File: src/rtl/spi_slave_pkg.sv
// Shared types and constants for the SPI slave register bank.
// State encoding, default geometry and synchroniser depth.
package spi_slave_pkg;

   typedef enum logic [1:0] {
      IDLE = 2'd0,
      RECV = 2'd1,
      FULL = 2'd2
   } spi_state_t;

   localparam int SPI_WIDTH_DEF   = 16;
   localparam int SPI_REGS_DEF    = 3;
   localparam int SPI_SYNC_STAGES = 2;

endpackage

File: src/rtl/spi_slave_bank_sync.sv
// Two-flop synchroniser followed by a registered rise/fall detector.
// q is the edge-flop level, so it lines up with the rise/fall pulses.
module spi_sync_edge
   import spi_slave_pkg::*;
(
   input  logic clk,
   input  logic rst_n,
   input  logic d,
   output logic q,
   output logic rise,
   output logic fall
);

   logic [SPI_SYNC_STAGES-1:0] sync;
   logic                       prev;

   // Synchronise the pin, then compare the settled level with its last value
   always_ff @(posedge clk) begin
      if (!rst_n) begin
         sync <= '0;
         prev <= 1'b0;
         rise <= 1'b0;
         fall <= 1'b0;
      end else begin
         sync <= {sync[SPI_SYNC_STAGES-2:0], d};
         prev <= sync[SPI_SYNC_STAGES-1];
         rise <= sync[SPI_SYNC_STAGES-1] & ~prev;
         fall <= ~sync[SPI_SYNC_STAGES-1] & prev;
      end
   end

   assign q = prev;

endmodule

File: src/rtl/spi_slave_bank.sv
// SPI mode-0 slave assembling NUM_REGS words of WIDTH bits into a bank.
// Define SPI_SLAVE_MISO_EN to add the master_miso readback path.
module spi_slave_bank
   import spi_slave_pkg::*;
#(
   parameter  int WIDTH     = SPI_WIDTH_DEF,
   parameter  int NUM_REGS  = SPI_REGS_DEF,
   parameter  int MSB_FIRST = 1,
   localparam int IDX_W     = (NUM_REGS > 1) ? $clog2(NUM_REGS) : 1
) (
   input  logic                      clk,
   input  logic                      rst_n,
   input  logic                      master_clk,
   input  logic                      master_chip_select,
   input  logic                      master_data,
   output logic [NUM_REGS*WIDTH-1:0] data_in,
   output logic                      word_valid,
   output logic [IDX_W-1:0]          word_index,
   output logic                      frame_done,
   output logic                      partial_err,
   output logic                      overrun
`ifdef SPI_SLAVE_MISO_EN
   ,
   output logic                      master_miso
`endif
);

   localparam int BC_W = $clog2(WIDTH + 1);
   localparam int WC_W = $clog2(NUM_REGS + 1);

   logic sclk_rise, sclk_fall, sclk_lvl;
   logic cs_rise, cs_fall, cs_lvl;
   logic mosi, mosi_unused_rise, mosi_unused_fall;

   spi_sync_edge u_sclk (
      .clk   (clk),
      .rst_n (rst_n),
      .d     (master_clk),
      .q     (sclk_lvl),
      .rise  (sclk_rise),
      .fall  (sclk_fall)
   );

   spi_sync_edge u_cs (
      .clk   (clk),
      .rst_n (rst_n),
      .d     (master_chip_select),
      .q     (cs_lvl),
      .rise  (cs_rise),
      .fall  (cs_fall)
   );

   spi_sync_edge u_mosi (
      .clk   (clk),
      .rst_n (rst_n),
      .d     (master_data),
      .q     (mosi),
      .rise  (mosi_unused_rise),
      .fall  (mosi_unused_fall)
   );

   logic mosi_unused_lvls;
   assign mosi_unused_lvls = sclk_lvl ^ cs_lvl;

   spi_state_t       state, state_nx;
   logic [WIDTH-1:0] sh, sh_nx;
   logic [BC_W-1:0]  bit_cnt;
   logic [WC_W-1:0]  word_cnt;

   logic start_frame, end_frame, take_bit, set_ovr;
   logic word_done, last_word;

   // State register
   always_ff @(posedge clk) begin
      if (!rst_n) state <= IDLE;
      else        state <= state_nx;
   end

   // Next state: chip-select fall always wins over a same-cycle clock edge
   always_comb begin
      state_nx = state;
      if (start_frame)
         state_nx = RECV;
      else if (end_frame)
         state_nx = IDLE;
      else if (word_done && last_word)
         state_nx = FULL;
   end

   // Per-state event qualification driving the datapath
   always_comb begin
      start_frame = 1'b0;
      end_frame   = 1'b0;
      take_bit    = 1'b0;
      set_ovr     = 1'b0;
      unique case (state)
         IDLE: start_frame = cs_rise;
         RECV: begin
            end_frame = cs_fall;
            take_bit  = sclk_rise & ~cs_fall;
         end
         FULL: begin
            end_frame = cs_fall;
            set_ovr   = sclk_rise & ~cs_fall;
         end
         default: ;
      endcase
   end

   assign word_done = take_bit && (bit_cnt == BC_W'(WIDTH - 1));
   assign last_word = (word_cnt == WC_W'(NUM_REGS - 1));

   // Shift direction selects which end the first bit lands in
   always_comb begin
      sh_nx = sh;
      if (MSB_FIRST != 0) sh_nx = {sh[WIDTH-2:0], mosi};
      else                sh_nx = {mosi, sh[WIDTH-1:1]};
   end

   // Bit/word counting, bank writes and status pulses
   always_ff @(posedge clk) begin
      if (!rst_n) begin
         sh          <= '0;
         bit_cnt     <= '0;
         word_cnt    <= '0;
         data_in     <= '0;
         word_valid  <= 1'b0;
         word_index  <= '0;
         frame_done  <= 1'b0;
         partial_err <= 1'b0;
         overrun     <= 1'b0;
      end else begin
         word_valid  <= 1'b0;
         frame_done  <= 1'b0;
         partial_err <= 1'b0;
         if (start_frame) begin
            bit_cnt  <= '0;
            word_cnt <= '0;
            overrun  <= 1'b0;
         end
         if (end_frame) begin
            frame_done  <= 1'b1;
            partial_err <= (bit_cnt != '0);
            bit_cnt     <= '0;
         end
         if (set_ovr) overrun <= 1'b1;
         if (take_bit) begin
            sh <= sh_nx;
            if (word_done) begin
               bit_cnt    <= '0;
               word_cnt   <= word_cnt + 1'b1;
               word_valid <= 1'b1;
               word_index <= IDX_W'(word_cnt);
               for (int k = 0; k < NUM_REGS; k++)
                  if (word_cnt == WC_W'(k))
                     data_in[k*WIDTH +: WIDTH] <= sh_nx;
            end else begin
               bit_cnt <= bit_cnt + 1'b1;
            end
         end
      end
   end

`ifdef SPI_SLAVE_MISO_EN
   logic [WIDTH-1:0] tx, tx_next_word;
   logic [BC_W-1:0]  tx_cnt;
   logic [WC_W-1:0]  tx_word;

   // Word to load after the current one; zero once the bank is exhausted
   always_comb begin
      tx_next_word = '0;
      for (int k = 0; k < NUM_REGS; k++)
         if (tx_word == WC_W'(k))
            tx_next_word = data_in[k*WIDTH +: WIDTH];
   end

   // Transmit shifter: loads word 0 at frame start, advances on sclk fall
   always_ff @(posedge clk) begin
      if (!rst_n) begin
         tx      <= '0;
         tx_cnt  <= '0;
         tx_word <= '0;
      end else if (start_frame) begin
         tx      <= data_in[0 +: WIDTH];
         tx_cnt  <= '0;
         tx_word <= WC_W'(1);
      end else if (state != IDLE && sclk_fall && !end_frame) begin
         if (tx_cnt == BC_W'(WIDTH - 1)) begin
            tx     <= tx_next_word;
            tx_cnt <= '0;
            if (tx_word != WC_W'(NUM_REGS))
               tx_word <= tx_word + 1'b1;
         end else begin
            tx_cnt <= tx_cnt + 1'b1;
            if (MSB_FIRST != 0) tx <= {tx[WIDTH-2:0], 1'b0};
            else                tx <= {1'b0, tx[WIDTH-1:1]};
         end
      end
   end

   assign master_miso = (state != IDLE) &
                        ((MSB_FIRST != 0) ? tx[WIDTH-1] : tx[0]);
`endif

endmodule
File: config.mk
export PLATFORM = sky130hd
export DESIGN_NAME = spi_slave_bank
export DESIGN_NICKNAME = d
export VERILOG_FILES = /design/src/rtl/spi_slave_pkg.sv /design/src/rtl/spi_slave_bank_sync.sv /design/src/rtl/spi_slave_bank.sv
export SDC_FILE = /design/constraint.sdc
export NUM_CORES = 1
export LEC_CHECK = 0
export CORE_UTILIZATION = 54
export CTS_BUF_LIST = sky130_fd_sc_hd__clkbuf_2 sky130_fd_sc_hd__clkbuf_4 sky130_fd_sc_hd__clkbuf_8
export DETAILED_ROUTE_END_ITERATION = 10
export PLACE_DENSITY = 0.89
export SLEW_MARGIN = 10
export SYNTH_ARGS = -nofsm -noshare
export SYNTH_HDL_FRONTEND = slang
export SYNTH_SLANG_ARGS = --single-unit
File: constraint.sdc
create_clock -name clk -period 4 [get_ports clk]
set_input_delay 0.8 -clock clk [delete_from_list [all_inputs] [get_ports clk]]
set_output_delay 0.8 -clock clk [all_outputs]
set_load 0.01 [all_outputs]
* Word-level counts from Yosys, hierarchy flattened
Index checks and enable logic that the tools add are counted.
** Word-level totals
- Register bits after elaboration :: 90
- Bits in latches :: 0
- Bits in writable memories :: 0
- Memory bits (read-only) :: 0
- Bits of input ports :: 5
- Output and inout port bits :: 54
- Logic and storage cells :: 72
- Memories kept :: 0
** Cells by class
- Add/subtract/negate cells :: 2
- $mul :: 0
- Div/mod/pow operators :: 0
- Magnitude comparators :: 0
- Eq/ne operators :: 5
- Shifts and indexed selects :: 0
- Mux-type cells :: 18
- Bitwise operators :: 9
- Reduce and logical (&&, ||, !) cells :: 16
** Operators by type and width (number)
- $mux W5 :: 4
- $mux W1 :: 11
- $reduce_and A3 Y1 :: 3
- $mux W2 :: 3
- $reduce_and A2 Y1 :: 3
- $reduce_bool A3 Y1 :: 2
- $add A5 B1 Y5 const B :: 1
- $eq A5 B4 Y1 const B :: 1
- $not A1 Y1 :: 5
- $reduce_bool A5 Y1 :: 1
- $and A1 B1 Y1 :: 4
- $eq A2 B1 Y1 const B :: 2
- $eq A2 B2 Y1 const B :: 2
- $logic_not A2 Y1 :: 2
- $reduce_or A3 Y1 :: 1
- $add A2 B1 Y2 const B :: 1
- $logic_and A1 B1 Y1 :: 2
- $reduce_bool A2 Y1 :: 1
- $reduce_or A2 Y1 :: 1

* Logic depth before layout (Yosys ltp)
- Depth after elaboration :: 8
- Depth in mapped cells :: 8
- Gate-level depth less buffers :: 5

* Cells and area by module
A second synthesis with hierarchy kept.
** Unflattened totals
- Cell total of the unflattened synthesis :: 350
- Area total of the unflattened synthesis :: 3460.8 µm²
** Modules (own cells, without submodules)
- spi_slave_bank :: times used 1, cells each 320, area an instance 3040.4 µm², seq. area each 1561.5 µm²
- spi_sync_edge :: times used 3, cells each 10, area an instance 140.1 µm², seq. area each 100.1 µm²

* Worst setup path after synthesis
OpenSTA, ideal clock, no wires.
- Path kind :: input to register
- From :: input rst_n
- To :: register data_in[0]
- Library setup time :: 72 ps
- Arrival :: 1603 ps
- Required time :: 3928 ps
- Path slack :: 2325 ps
- Stages :: 5
- Buffers on the path :: 3
- Cells stage by stage :: clkbuf_1 -> buf_2 -> clkbuf_1 -> nand2_1 -> mux2i_1
** RTL lines
- start: declaration :: RTL line spi_slave_bank.sv:12 : input logic rst_n,
- end signal: indexed assignment :: RTL line spi_slave_bank.sv:156 : data_in[k*WIDTH +: WIDTH] <= sh_nx;
- end: declaration :: RTL line spi_slave_bank.sv:16 : output logic [NUM_REGS*WIDTH-1:0] data_in,

* Worst setup path after layout
- From :: register data_in[22]
- To :: output data_in[22]
No word-level cell between the ends.

==> flow_metrics.py <==
metrics = {
    "clock_tree": {
        "clock_path_buffers": 2,
        "cts_tree": "done",
        "cts_root_buffer": "clkbuf_8",
        "cts_sinks": 90,
        "cts_hold_repair.buffers": 0,
        "clock_latency_ps": 360,
        "clk_pin_slew_ps": 80,
        "cts_setup_buffers": 0,
        "htree_levels": 3,
        "cts_resized": 0,
        "numCtsBuffers": 9,
    },
    "route": {
        "drc": 0,
        "finalWirelength_um": 6520,
        "drtPass1Iterations": 4,
        "ant_nets": 0,
        "dr.first_iter.drc_count": 135,
        "via_per_inst": 5.25,
        "num_vias": 2494,
        "wire_per_inst_um": 13.7,
    },
    "global_routing": {
        "busiest_layer": "met2",
        "grtUsageMet3": 0.0775,
        "use_met2": 0.345,
        "grt_pass1_wl_um": 10700,
        "met1_usage": 0.266,
        "gr-total-overflow": 0,
        "grt_max_degree": 77,
        "grt_pass1_vias": 2323,
        "gr-usage-all-layers": 0.218,
        "antenna_found_initial": 0,
    },
    "setup_path": {
        "max_stage_delay_ps": 590,
        "r2r_cells": 5,
        "slowest_stage": "clkdlybuf4s50_1",
        "r2r-end": "bit_cnt[3]",
        "path_cells": "clkdlybuf4s50_1",
        "end_kind": "primary output",
        "start_kind": "flip-flop",
        "crit_required_ps": 3200,
        "crit_type": "flip-flop to primary output",
        "crit_cells": 1,
        "timing.critical_path.buf_inv": 1,
        "cp_top_family": "buffers and inverters",
        "r2r_setup_slack_ps": 1940,
        "reg2reg_from": "state[1]",
        "path_max_fanout": 2,
        "worstPathArrival_ps": 1300,
    },
    "die": {
        "dieHeight_um": 81.0,
        "die_area_mm2": 0.00655,
        "ioPinCount": 59,
        "rows": 28,
        "coreArea_mm2": 0.00596,
        "initial_core_util": 0.565,
        "fp.dieW_um": 81.0,
    },
    "cells_and_area": {
        "final_layout_size_suffix_gt1_frac": 0.0550,
        "fin_nets": 409,
        "syn2layout_area_growth_pct": 23.0,
        "antennaDiodeCount": 0,
        "num-fill-cells": 470,
    },
    "flow_run": {
        "drv_cap": 0,
    },
    "pwr": {
        "p_sw_frac": 0.201,
        "switching_power_mw": 0.322,
        "clockPowerShare": 0.421,
        "combPwrFrac": 0.016,
        "p_total_mw": 1.60,
        "powerDensity_mw_per_mm2": 387,
        "p_int_mw": 1.28,
        "power_frac_seq": 0.562,
        "p_leak_nw": 1.74,
        "irDropWorstVdd_uv": 315,
    },
    "sta": {
        "rsz0062_at_grt": "no",
        "period_needed_ps": 2100,
        "slew_headroom": 0.389,
        "final_hold_viol_count": 0,
        "post-route-period-util": 0.524,
        "setup_slack_ps": 1900,
        "maxSlewViolCount": 0,
        "fin_tns_setup_ps": 0,
        "fmax_mhz": 477,
        "setup-violations-final": 0,
        "skew_ps": 8.35,
        "worst_pin_slew_ps": 914,
    },
    "synth": {
        "ys_async_sr_fraction": 0,
        "yosys_warnings": 0,
        "avgSynthCellArea_um2": 9.73,
        "syn_area_mm2": 0.00337,
        "synth_cell_types": 37,
        "syn_inst": 346,
        "synth_edf_count": 0,
        "ys_seq_area_frac": 0.535,
        "syn_nets": 359,
        "yosys_most_used_dff": "dfxtp_1",
        "ys_ff_latch": 90,
    },
    "place": {
        "place_ws_ps": 1970,
        "gp_congestion": 0.814,
        "dpl.hpwl_um": 4250,
        "io_buffers": 58,
    },
    "status": {
        "status": "finished clean",
    },
    "hold_path": {
        "hold_path_startpoint": "u_sclk.q",
        "hold_path_class": "flip-flop to flip-flop",
        "min_to": "u_sclk.rise",
        "hold_path_depth": 1,
    },
}
## power groups by stage
stage | Sequential [mW] | Clock, mW | Combinational, mW
after global placement | 0.922 | 0 | 0.0264
final | 0.901 | 0.675 | 0.0262
after floorplan | 0.922 | 0 | 0.0198
after global routing | 0.902 | 0.730 | 0.0297
after CTS | 0.901 | 0.687 | 0.0263
after detailed placement | 0.923 | 0 | 0.0263
## cells in the mapped netlist (5+ instances only)
cell,number,area [um2]
dfxtp_1,90,1800
and2_1,9,56.3
ha_1,8,100
buf_6,5,56.3
nand2_1,100,375
mux2i_1,48,480
nand3_1,10,50.1
a21oi_1,24,120
inv_1,8,30.0
clkbuf_1,12,45.0
## state kept, by name, summed over array words and instances, names as in the netlist, 2 cells and up
signal / count
state: 2
u_mosi.sync: 2
word_index: 2
data_in: 48
bit_cnt: 5
u_cs.sync: 2
sh: 15
u_sclk.sync: 2
word_cnt: 2
## cell families after synthesis
family | share of synthesized area
compound gates | 0.0606
flops | 0.535
fa+ha+maj | 0.0297
buf+inv | 0.0487
simple gates | 0.183
mux | 0.143
## stage by stage
step / std cells / util / cell area (um2) / hold WS [ps]
floorplan: 346 / - / 3370 / 367
global placement: 460 / 0.658 / 3920 / 373
detailed placement: 460 / 0.658 / 3920 / 378
CTS: 475 / 0.695 / 4140 / 391
global route: 475 / 0.695 / 4140 / 400
finish: 475 / 0.695 / 4140 / 386
## placed cells by master (no fill, tap or decap), drive strengths merged, types with 2 or more instances in the layout
| cell | count |
|---|---|
| a21oi | 24 |
| and2 | 9 |
| buf | 3 |
| bufinv | 2 |
| clkbuf | 11 |
| clkdlybuf4s50 | 57 |
| dfxtp | 90 |
| ha | 8 |
| inv | 9 |
| mux2i | 48 |
| nand2 | 100 |
| nand3 | 13 |
| nor2b | 2 |
| o211ai | 2 |
| o21ai | 2 |
## worst max path at each step
stage / to / slack, ps / startpoint
after global routing: bit_cnt[3] / 1760 / state[1]
after global placement: data_in[44] / 2050 / rst_n
after floorplan: data_in[0] / 2320 / rst_n
after CTS: data_in[22] / 1900 / data_in[22]
after detailed placement: data_in[33] / 1970 / bit_cnt[1]
final: data_in[22] / 1900 / data_in[22]
## final cells by class
cell class	instances	area, um2	share of cell area
Clock buffer	11	145	0.0350
Clock inverter	4	76.3	0.0184
Inverter	9	33.8	0.00816
Multi-Input combinational cell	226	1400	0.338
Sequential cell	90	1800	0.435
Tap cell	75	93.8	0.0227
Timing Repair Buffer	60	591	0.143
## routing by layer
layer,routed length [um],vias up,part of all wire
li1,-,1250,-
met1,2940,1164,0.45
met2,3120,64,0.48
met3,320,16,0.049
met4,138,0,0.021
met5,0,-,0
Note: power is estimated with default switching activity, not from simulation.
